## src/rtl/sdram_port_arbiter.sv

```systemverilog
// Shares one SDRAM controller command port between NUM_REQ masters. Port 0 (video DMA)
// has capped fixed priority; the other ports rotate round-robin. One transaction in flight.
module sdram_port_arbiter #(
  parameter int NUM_REQ = 3,
  parameter int ADDR_W  = 24,
  parameter int DATA_W  = 32,
  parameter int HP_MAX  = 4,
  parameter int TIMEOUT = 256
) (
  input  logic                        clk,
  input  logic                        reset_ni,
  input  logic [NUM_REQ-1:0]          req_valid_i,
  input  logic [NUM_REQ-1:0]          req_we_i,
  input  logic [NUM_REQ*ADDR_W-1:0]   req_addr_i,
  input  logic [NUM_REQ*DATA_W-1:0]   req_wdata_i,
  input  logic [NUM_REQ*DATA_W/8-1:0] req_wmask_i,
  output logic [NUM_REQ-1:0]          req_ready_o,
  output logic [NUM_REQ-1:0]          rsp_valid_o,
  output logic [DATA_W-1:0]           rsp_rdata_o,
  output logic                        mem_valid_o,
  input  logic                        mem_ready_i,
  output logic                        mem_we_o,
  output logic [ADDR_W-1:0]           mem_addr_o,
  output logic [DATA_W-1:0]           mem_wdata_o,
  output logic [DATA_W/8-1:0]         mem_wmask_o,
  input  logic                        mem_rvalid_i,
  input  logic [DATA_W-1:0]           mem_rdata_i,
  output logic                        busy_o,
  output logic                        err_o
);

  localparam int IDX_W  = $clog2(NUM_REQ);
  localparam int HP_W   = $clog2(HP_MAX + 1);
  localparam int TMR_W  = $clog2(TIMEOUT + 1);
  localparam int MASK_W = DATA_W / 8;

  typedef enum logic [1:0] {
    S_IDLE  = 2'd0,
    S_ISSUE = 2'd1,
    S_WAIT  = 2'd2
  } state_t;

  state_t             state_reg, state_next;
  logic [IDX_W-1:0]   rr_ptr_reg, rr_ptr_next;
  logic [HP_W-1:0]    hp_count_reg, hp_count_next;
  logic [TMR_W-1:0]   timer_reg, timer_next;
  logic [IDX_W-1:0]   gnt_idx_reg;
  logic               mem_we_reg;
  logic [ADDR_W-1:0]  mem_addr_reg;
  logic [DATA_W-1:0]  mem_wdata_reg;
  logic [MASK_W-1:0]  mem_wmask_reg;
  logic [NUM_REQ-1:0] rsp_valid_reg;
  logic [DATA_W-1:0]  rsp_rdata_reg;
  logic               err_reg;

  logic [ADDR_W-1:0]  addr_arr  [NUM_REQ];
  logic [DATA_W-1:0]  wdata_arr [NUM_REQ];
  logic [MASK_W-1:0]  wmask_arr [NUM_REQ];
  logic [IDX_W-1:0]   cand_idx  [NUM_REQ-1];
  logic [NUM_REQ-2:0] cand_valid;

  logic               others;
  logic               any_req;
  logic               p0_win;
  logic               rr_found;
  logic [IDX_W-1:0]   rr_idx;
  logic [IDX_W-1:0]   gnt_idx;
  logic               accept;
  logic               rsp_fire;
  logic               rsp_timeout;

  function automatic logic [NUM_REQ-1:0] onehot(input logic [IDX_W-1:0] idx);
    logic [NUM_REQ-1:0] v;
    v      = '0;
    v[idx] = 1'b1;
    return v;
  endfunction

  genvar gi;
  for (gi = 0; gi < NUM_REQ; gi++) begin : g_unpack
    assign addr_arr[gi]  = req_addr_i[gi*ADDR_W +: ADDR_W];
    assign wdata_arr[gi] = req_wdata_i[gi*DATA_W +: DATA_W];
    assign wmask_arr[gi] = req_wmask_i[gi*MASK_W +: MASK_W];
  end

  // Candidate k is port rr_ptr+k, wrapped inside 1..NUM_REQ-1 (port 0 never rotates).
  for (gi = 0; gi < NUM_REQ - 1; gi++) begin : g_cand
    logic [IDX_W:0] sum;
    assign sum = {1'b0, rr_ptr_reg} + (IDX_W+1)'(gi);
    assign cand_idx[gi] = (sum >= (IDX_W+1)'(NUM_REQ)) ?
                          IDX_W'(sum - (IDX_W+1)'(NUM_REQ - 1)) : sum[IDX_W-1:0];
    assign cand_valid[gi] = req_valid_i[cand_idx[gi]];
  end

  always_comb begin
    rr_found = 1'b0;
    rr_idx   = '0;
    for (int k = 0; k < NUM_REQ - 1; k++) begin
      if (!rr_found && cand_valid[k]) begin
        rr_found = 1'b1;
        rr_idx   = cand_idx[k];
      end
    end
  end

  assign others  = |req_valid_i[NUM_REQ-1:1];
  assign any_req = |req_valid_i;
  assign p0_win  = req_valid_i[0] && (!others || (hp_count_reg < HP_W'(HP_MAX)));
  assign gnt_idx = p0_win ? '0 : rr_idx;

  always_comb begin
    state_next    = state_reg;
    rr_ptr_next   = rr_ptr_reg;
    hp_count_next = hp_count_reg;
    timer_next    = timer_reg;
    accept        = 1'b0;
    rsp_fire      = 1'b0;
    rsp_timeout   = 1'b0;
    case (state_reg)
      S_IDLE: begin
        if (any_req) begin
          accept     = 1'b1;
          state_next = S_ISSUE;
          if (p0_win) begin
            hp_count_next = others ? hp_count_reg + HP_W'(1) : '0;
          end else begin
            hp_count_next = '0;
            rr_ptr_next   = (rr_idx == IDX_W'(NUM_REQ - 1)) ? IDX_W'(1) : rr_idx + IDX_W'(1);
          end
        end
      end
      S_ISSUE: begin
        if (mem_ready_i) begin
          timer_next = '0;
          state_next = mem_we_reg ? S_IDLE : S_WAIT;
        end
      end
      S_WAIT: begin
        // Real data wins over a timeout that would expire in the same cycle.
        if (mem_rvalid_i) begin
          rsp_fire   = 1'b1;
          state_next = S_IDLE;
        end else if (timer_reg == TMR_W'(TIMEOUT - 1)) begin
          rsp_fire    = 1'b1;
          rsp_timeout = 1'b1;
          state_next  = S_IDLE;
        end else begin
          timer_next = timer_reg + TMR_W'(1);
        end
      end
      default: state_next = S_IDLE;
    endcase
  end

  always_ff @(posedge clk or negedge reset_ni) begin
    if (!reset_ni) begin
      state_reg     <= S_IDLE;
      rr_ptr_reg    <= IDX_W'(1);
      hp_count_reg  <= '0;
      timer_reg     <= '0;
      gnt_idx_reg   <= '0;
      mem_we_reg    <= 1'b0;
      mem_addr_reg  <= '0;
      mem_wdata_reg <= '0;
      mem_wmask_reg <= '0;
      rsp_valid_reg <= '0;
      rsp_rdata_reg <= '0;
      err_reg       <= 1'b0;
    end else begin
      state_reg     <= state_next;
      rr_ptr_reg    <= rr_ptr_next;
      hp_count_reg  <= hp_count_next;
      timer_reg     <= timer_next;
      rsp_valid_reg <= rsp_fire ? onehot(gnt_idx_reg) : '0;
      if (accept) begin
        gnt_idx_reg   <= gnt_idx;
        mem_we_reg    <= req_we_i[gnt_idx];
        mem_addr_reg  <= addr_arr[gnt_idx];
        mem_wdata_reg <= wdata_arr[gnt_idx];
        mem_wmask_reg <= wmask_arr[gnt_idx];
      end
      if (rsp_fire) begin
        rsp_rdata_reg <= rsp_timeout ? '0 : mem_rdata_i;
      end
      if (rsp_timeout) begin
        err_reg <= 1'b1;
      end
    end
  end

  // Acceptance is combinational, so it is masked while reset is held.
  assign req_ready_o = (accept && reset_ni) ? onehot(gnt_idx) : '0;
  assign rsp_valid_o = rsp_valid_reg;
  assign rsp_rdata_o = rsp_rdata_reg;
  assign mem_valid_o = (state_reg == S_ISSUE);
  assign mem_we_o    = mem_we_reg;
  assign mem_addr_o  = mem_addr_reg;
  assign mem_wdata_o = mem_wdata_reg;
  assign mem_wmask_o = mem_wmask_reg;
  assign busy_o      = (state_reg != S_IDLE);
  assign err_o       = err_reg;

endmodule

```

## config.mk

```make
export PLATFORM = sky130hd
export DESIGN_NAME = sdram_port_arbiter
export DESIGN_NICKNAME = d
export VERILOG_FILES = /design/src/rtl/sdram_port_arbiter.sv
export SDC_FILE = /design/constraint.sdc
export NUM_CORES = 1
export LEC_CHECK = 0
export CORE_ASPECT_RATIO = 0.9
export CORE_MARGIN = 5
export CORE_UTILIZATION = 30
export CTS_BUF_LIST = sky130_fd_sc_hd__clkbuf_8
export DETAILED_ROUTE_END_ITERATION = 8
export PLACE_DENSITY = 0.75
export SYNTH_ARGS = -nofsm -noshare
export SYNTH_HDL_FRONTEND = slang
export SYNTH_SLANG_ARGS = --single-unit
```

## constraint.sdc

```tcl
create_clock -name clk -period 2.38 [get_ports clk]
set_input_delay 0.238 -clock clk [delete_from_list [all_inputs] [get_ports clk]]
set_output_delay 0.238 -clock clk [all_outputs]
set_load 0.005 [all_outputs]
```

==> results by group <==
Placement
  • Place WS: about 0.048 ns
  • Placed inst area: 0.00916 sq mm
  • DPL Wire Length: 15.1 mm
  • Global placer's final weighted congestion: 0.771
  • Placed cells: 1057
  • IO Port Bufs: 323

Timing
  • Layout Skew: 0.0176 ns
  • Final Hold Vio Count: 0
  • Finish-stage setup viols: 0
  • Worst-margin pin slew: 0.806 ns
  • Worst Slack Setup Final: ~0.19 ns
  • Tmin final: 2.19 ns
  • Max-slew violation count: 0
  • Setup TNS Final: 0 ns
  • Max_slew headroom: between 40 and 50%
  • Period Utilization, post-route: 92.2%
  • Achievable Freq: 456 MHz
  • Hold slack: 0.350 ns

Layout
  • Final instance area: 0.00960 sq mm
  • Final non-filler cell total: 1093
  • Fin nets: approximately 1.1k
  • Share of layout cells above drive strength 1: 14.9%
  • Final core utilization: 52.0%
  • Layout area overhead: 69.9%

Route
  • DRT Pass-1 Iters: 4
  • Routed wire length: 21.4 mm
  • Via count: approximately 5.6k
  • Avg WL per Cell: 19.6 microns
  • DRT iter0 DRCs: approximately 270
  • DRC: 0
  • Vias per cell: 5.13
  • ANT nets after route: 0

Pwr
  • Cell Pwr Density: 1070 mW/mm^2
  • Total chip power: just over 10 mW
  • LEAKAGE: 3.98 nW
  • Max VDD drop: 0.466 mV

Worst setup path
  • Worst R2R Start: rr_ptr_reg[0]
  • Cells along the critical path: or2_1, nand4_1, nor2_1, clkdlybuf4s50_1
  • CP max stage delay: about 0.6 ns
  • Setup crit end kind: primary output
  • Critical path class: reg2out
  • R2R depth: 5
  • Slowest cell on the critical path: dfstp_2
  • Reg2reg setup slack: about 0.40 ns
  • CP top delay family: flip-flops
  • CP Data Arrival Time: 1.96 ns
  • Crit start category: register
  • Worst-path fanout max: 5
  • CP Buf/Inv Count: 1
  • Reg-to-reg critical path endpoint: mem_addr_o[5]
  • Worst path required time: between 2 and 2.5 ns

Synthesis
  • Netlist cell types: 37
  • Avg Cell Area, Syn: around 11 sq um
  • Synth area leaders: dfrtp_1, a221oi_2, nand3_1
  • Synth warn: 0
  • Sequential share of the synthesized area: 50.9%
  • Share of the synthesized area in the top cell type: 50.5%
  • Yosys reg bits: 115
  • Netlist Area Pre-Place: 0.00565 sq mm
  • Largest area contributor in the netlist: dfrtp_1
  • Mapped Cells: 518
  • Post-Syn Nets: 743

Outcome
  • Status: complete, no violations

Floorplanning
  • Die height: 140 microns
  • Core footprint: 0.0185 sq mm
  • Initial core utilization: between 30 and 40%
  • Top Ports: roughly 320
  • Row cnt: 47
  • Chip width: 155 microns
  • Die area: around 0.022 sq mm

Clock network
  • Sink Count: 115
  • H-tree depth: 4
  • Max clock buf depth: 2
  • CTS tree: done
  • Clk_lat worst skew: 0.43 ns
  • TritonCTS buffer count: 17
  • Clk slew on worst S/H paths: approximately 0.080 ns
  • Clock tree root driver cell: clkbuf_8

GRT
  • First-pass GRT wire length: 32.8 mm
  • Initial antenna violation count: 1
  • Vias in the first global route: between 5k and 6k
  • Remaining Overflow, GRT: 0
  • Largest net degree at the start of global routing: approximately 120
  • Tot GR Track Use: 19.2%

Hold path
  • Worst Hold Endpoint: mem_addr_o[4]
  • HP Start: req_addr_i[4]
  • Tightest Hold Check Type: in2reg
  • Hold Path Stages: 3

Flow run
  • Max-cap violations: 0
-- synth_stat cells --
| cell | count |
|---|---|
| buf_4 | 1 |
| o211a_1 | 1 |
| a31o_2 | 1 |
| and3b_1 | 1 |
| o21ai_0 | 9 |
| o31a_1 | 1 |
| nand3_1 | 64 |
| or2_1 | 1 |
| a22o_1 | 35 |
| nor3b_1 | 2 |
| nor4b_2 | 1 |
| a2bb2oi_1 | 1 |
| nand4_1 | 3 |
| inv_1 | 5 |
| nand2b_1 | 2 |
| a221oi_2 | 58 |
| and2_1 | 2 |
| and3_1 | 1 |
| and4_1 | 3 |
| dfrtp_1 | 114 |
| nor2b_1 | 2 |
| o211ai_2 | 1 |
| mux2_2 | 1 |
| buf_6 | 6 |
| xor2_1 | 6 |
| ha_1 | 3 |
| dfstp_2 | 1 |
| clkbuf_1 | 23 |
| a221oi_1 | 3 |
| mux2i_1 | 1 |
| o21ai_1 | 1 |
| nand2_1 | 8 |
| nor3_1 | 2 |
| a21oi_1 | 61 |
| buf_2 | 18 |
| o31ai_2 | 1 |
| nor2_1 | 74 |
-- cell families after synthesis --
logic type                 after synthesis  synth area share (%)
AOI/OAI and AO/OA                      173                  28.7
and+or+nand+nor                        166                  13.7
DFF                                    115                  50.9
buffers and inverters                   53                  4.78
xor gates and xnor gates                 6                 0.930
adders and majority gates                3                 0.664
muxes                                    2                 0.376
-- routing by layer --
| layer | global-route usage, % | share of wire (%) |
|---|---|---|
| met5 | 0 | 0 |
| met4 | 5.62 | 1.7 |
| met3 | 6.91 | 8.7 |
| met2 | 31.9 | 49 |
| met1 | 23.5 | 40 |
-- worst register-to-register path: stages, from the launching register on --
cell,delay (ns)
dfstp_2,0.60
or2_1,0.14
and4_4,0.23
buf_4,0.56
a221oi_1,0.21
a21oi_1,0.18
-- report_power, final --
part	internal, mW	switching, mW
Sequential	2.82	0.513
Clock	0.886	0.918
Combinational	2.85	2.26
-- how the worst max path moves through the flow --
stage / start / to / slack [ns] / depth (start not counted)
final: rr_ptr_reg[0] / req_ready_o[2] / 0.19 / 4
after global placement: req_valid_i[1] / mem_addr_o[5] / 0.14 / 6
after CTS: state_reg[0] / req_ready_o[0] / 0.0005 / 5
after floorplan: timer_reg[3] / timer_reg[7] / 0.40 / 7
after detailed placement: req_valid_i[0] / mem_addr_o[4] / 0.05 / 6
after global routing: rr_ptr_reg[0] / req_ready_o[2] / -0.004 / 4
-- layout make-up --
| type | instances | area [sq um] |
|---|---|---|
| tap | 245 | 307 |
| multi-input combinational | 350 | 2550 |
| clock inverter | 14 | 140 |
| fill | 1698 | 8860 |
| inverter | 5 | 18.8 |
| clock buffer | 18 | 248 |
| timing repair buffer | 345 | 3450 |
| antenna | 1 | 2.50 |
| sequential | 115 | 2880 |
-- timing repair --
action	CTS	global route
setup endpoints to repair	3	3
gates resized for setup	3	5
setup buffers	1	1
hold buffers	1	0
hold endpoints to repair	75	0
gates cloned	0	0
-- placed cells by master, fill, tap and decap left out, drive strengths merged, types with 2 or more instances in the layout --
cell	instances
a21oi	61
a221oi	61
a22o	35
and2	2
and4	3
buf	22
clkbuf	18
clkdlybuf4s50	320
clkinv	2
dfrtp	114
dlymetal6s2s	2
ha	3
inv	15
nand2	8
nand2b	2
nand3	64
nand4	3
nor2	74
nor2b	2
nor3	2
nor3b	2
o21ai	10
xor2	6
No activity file was read; power rests on OpenSTA's default activity.
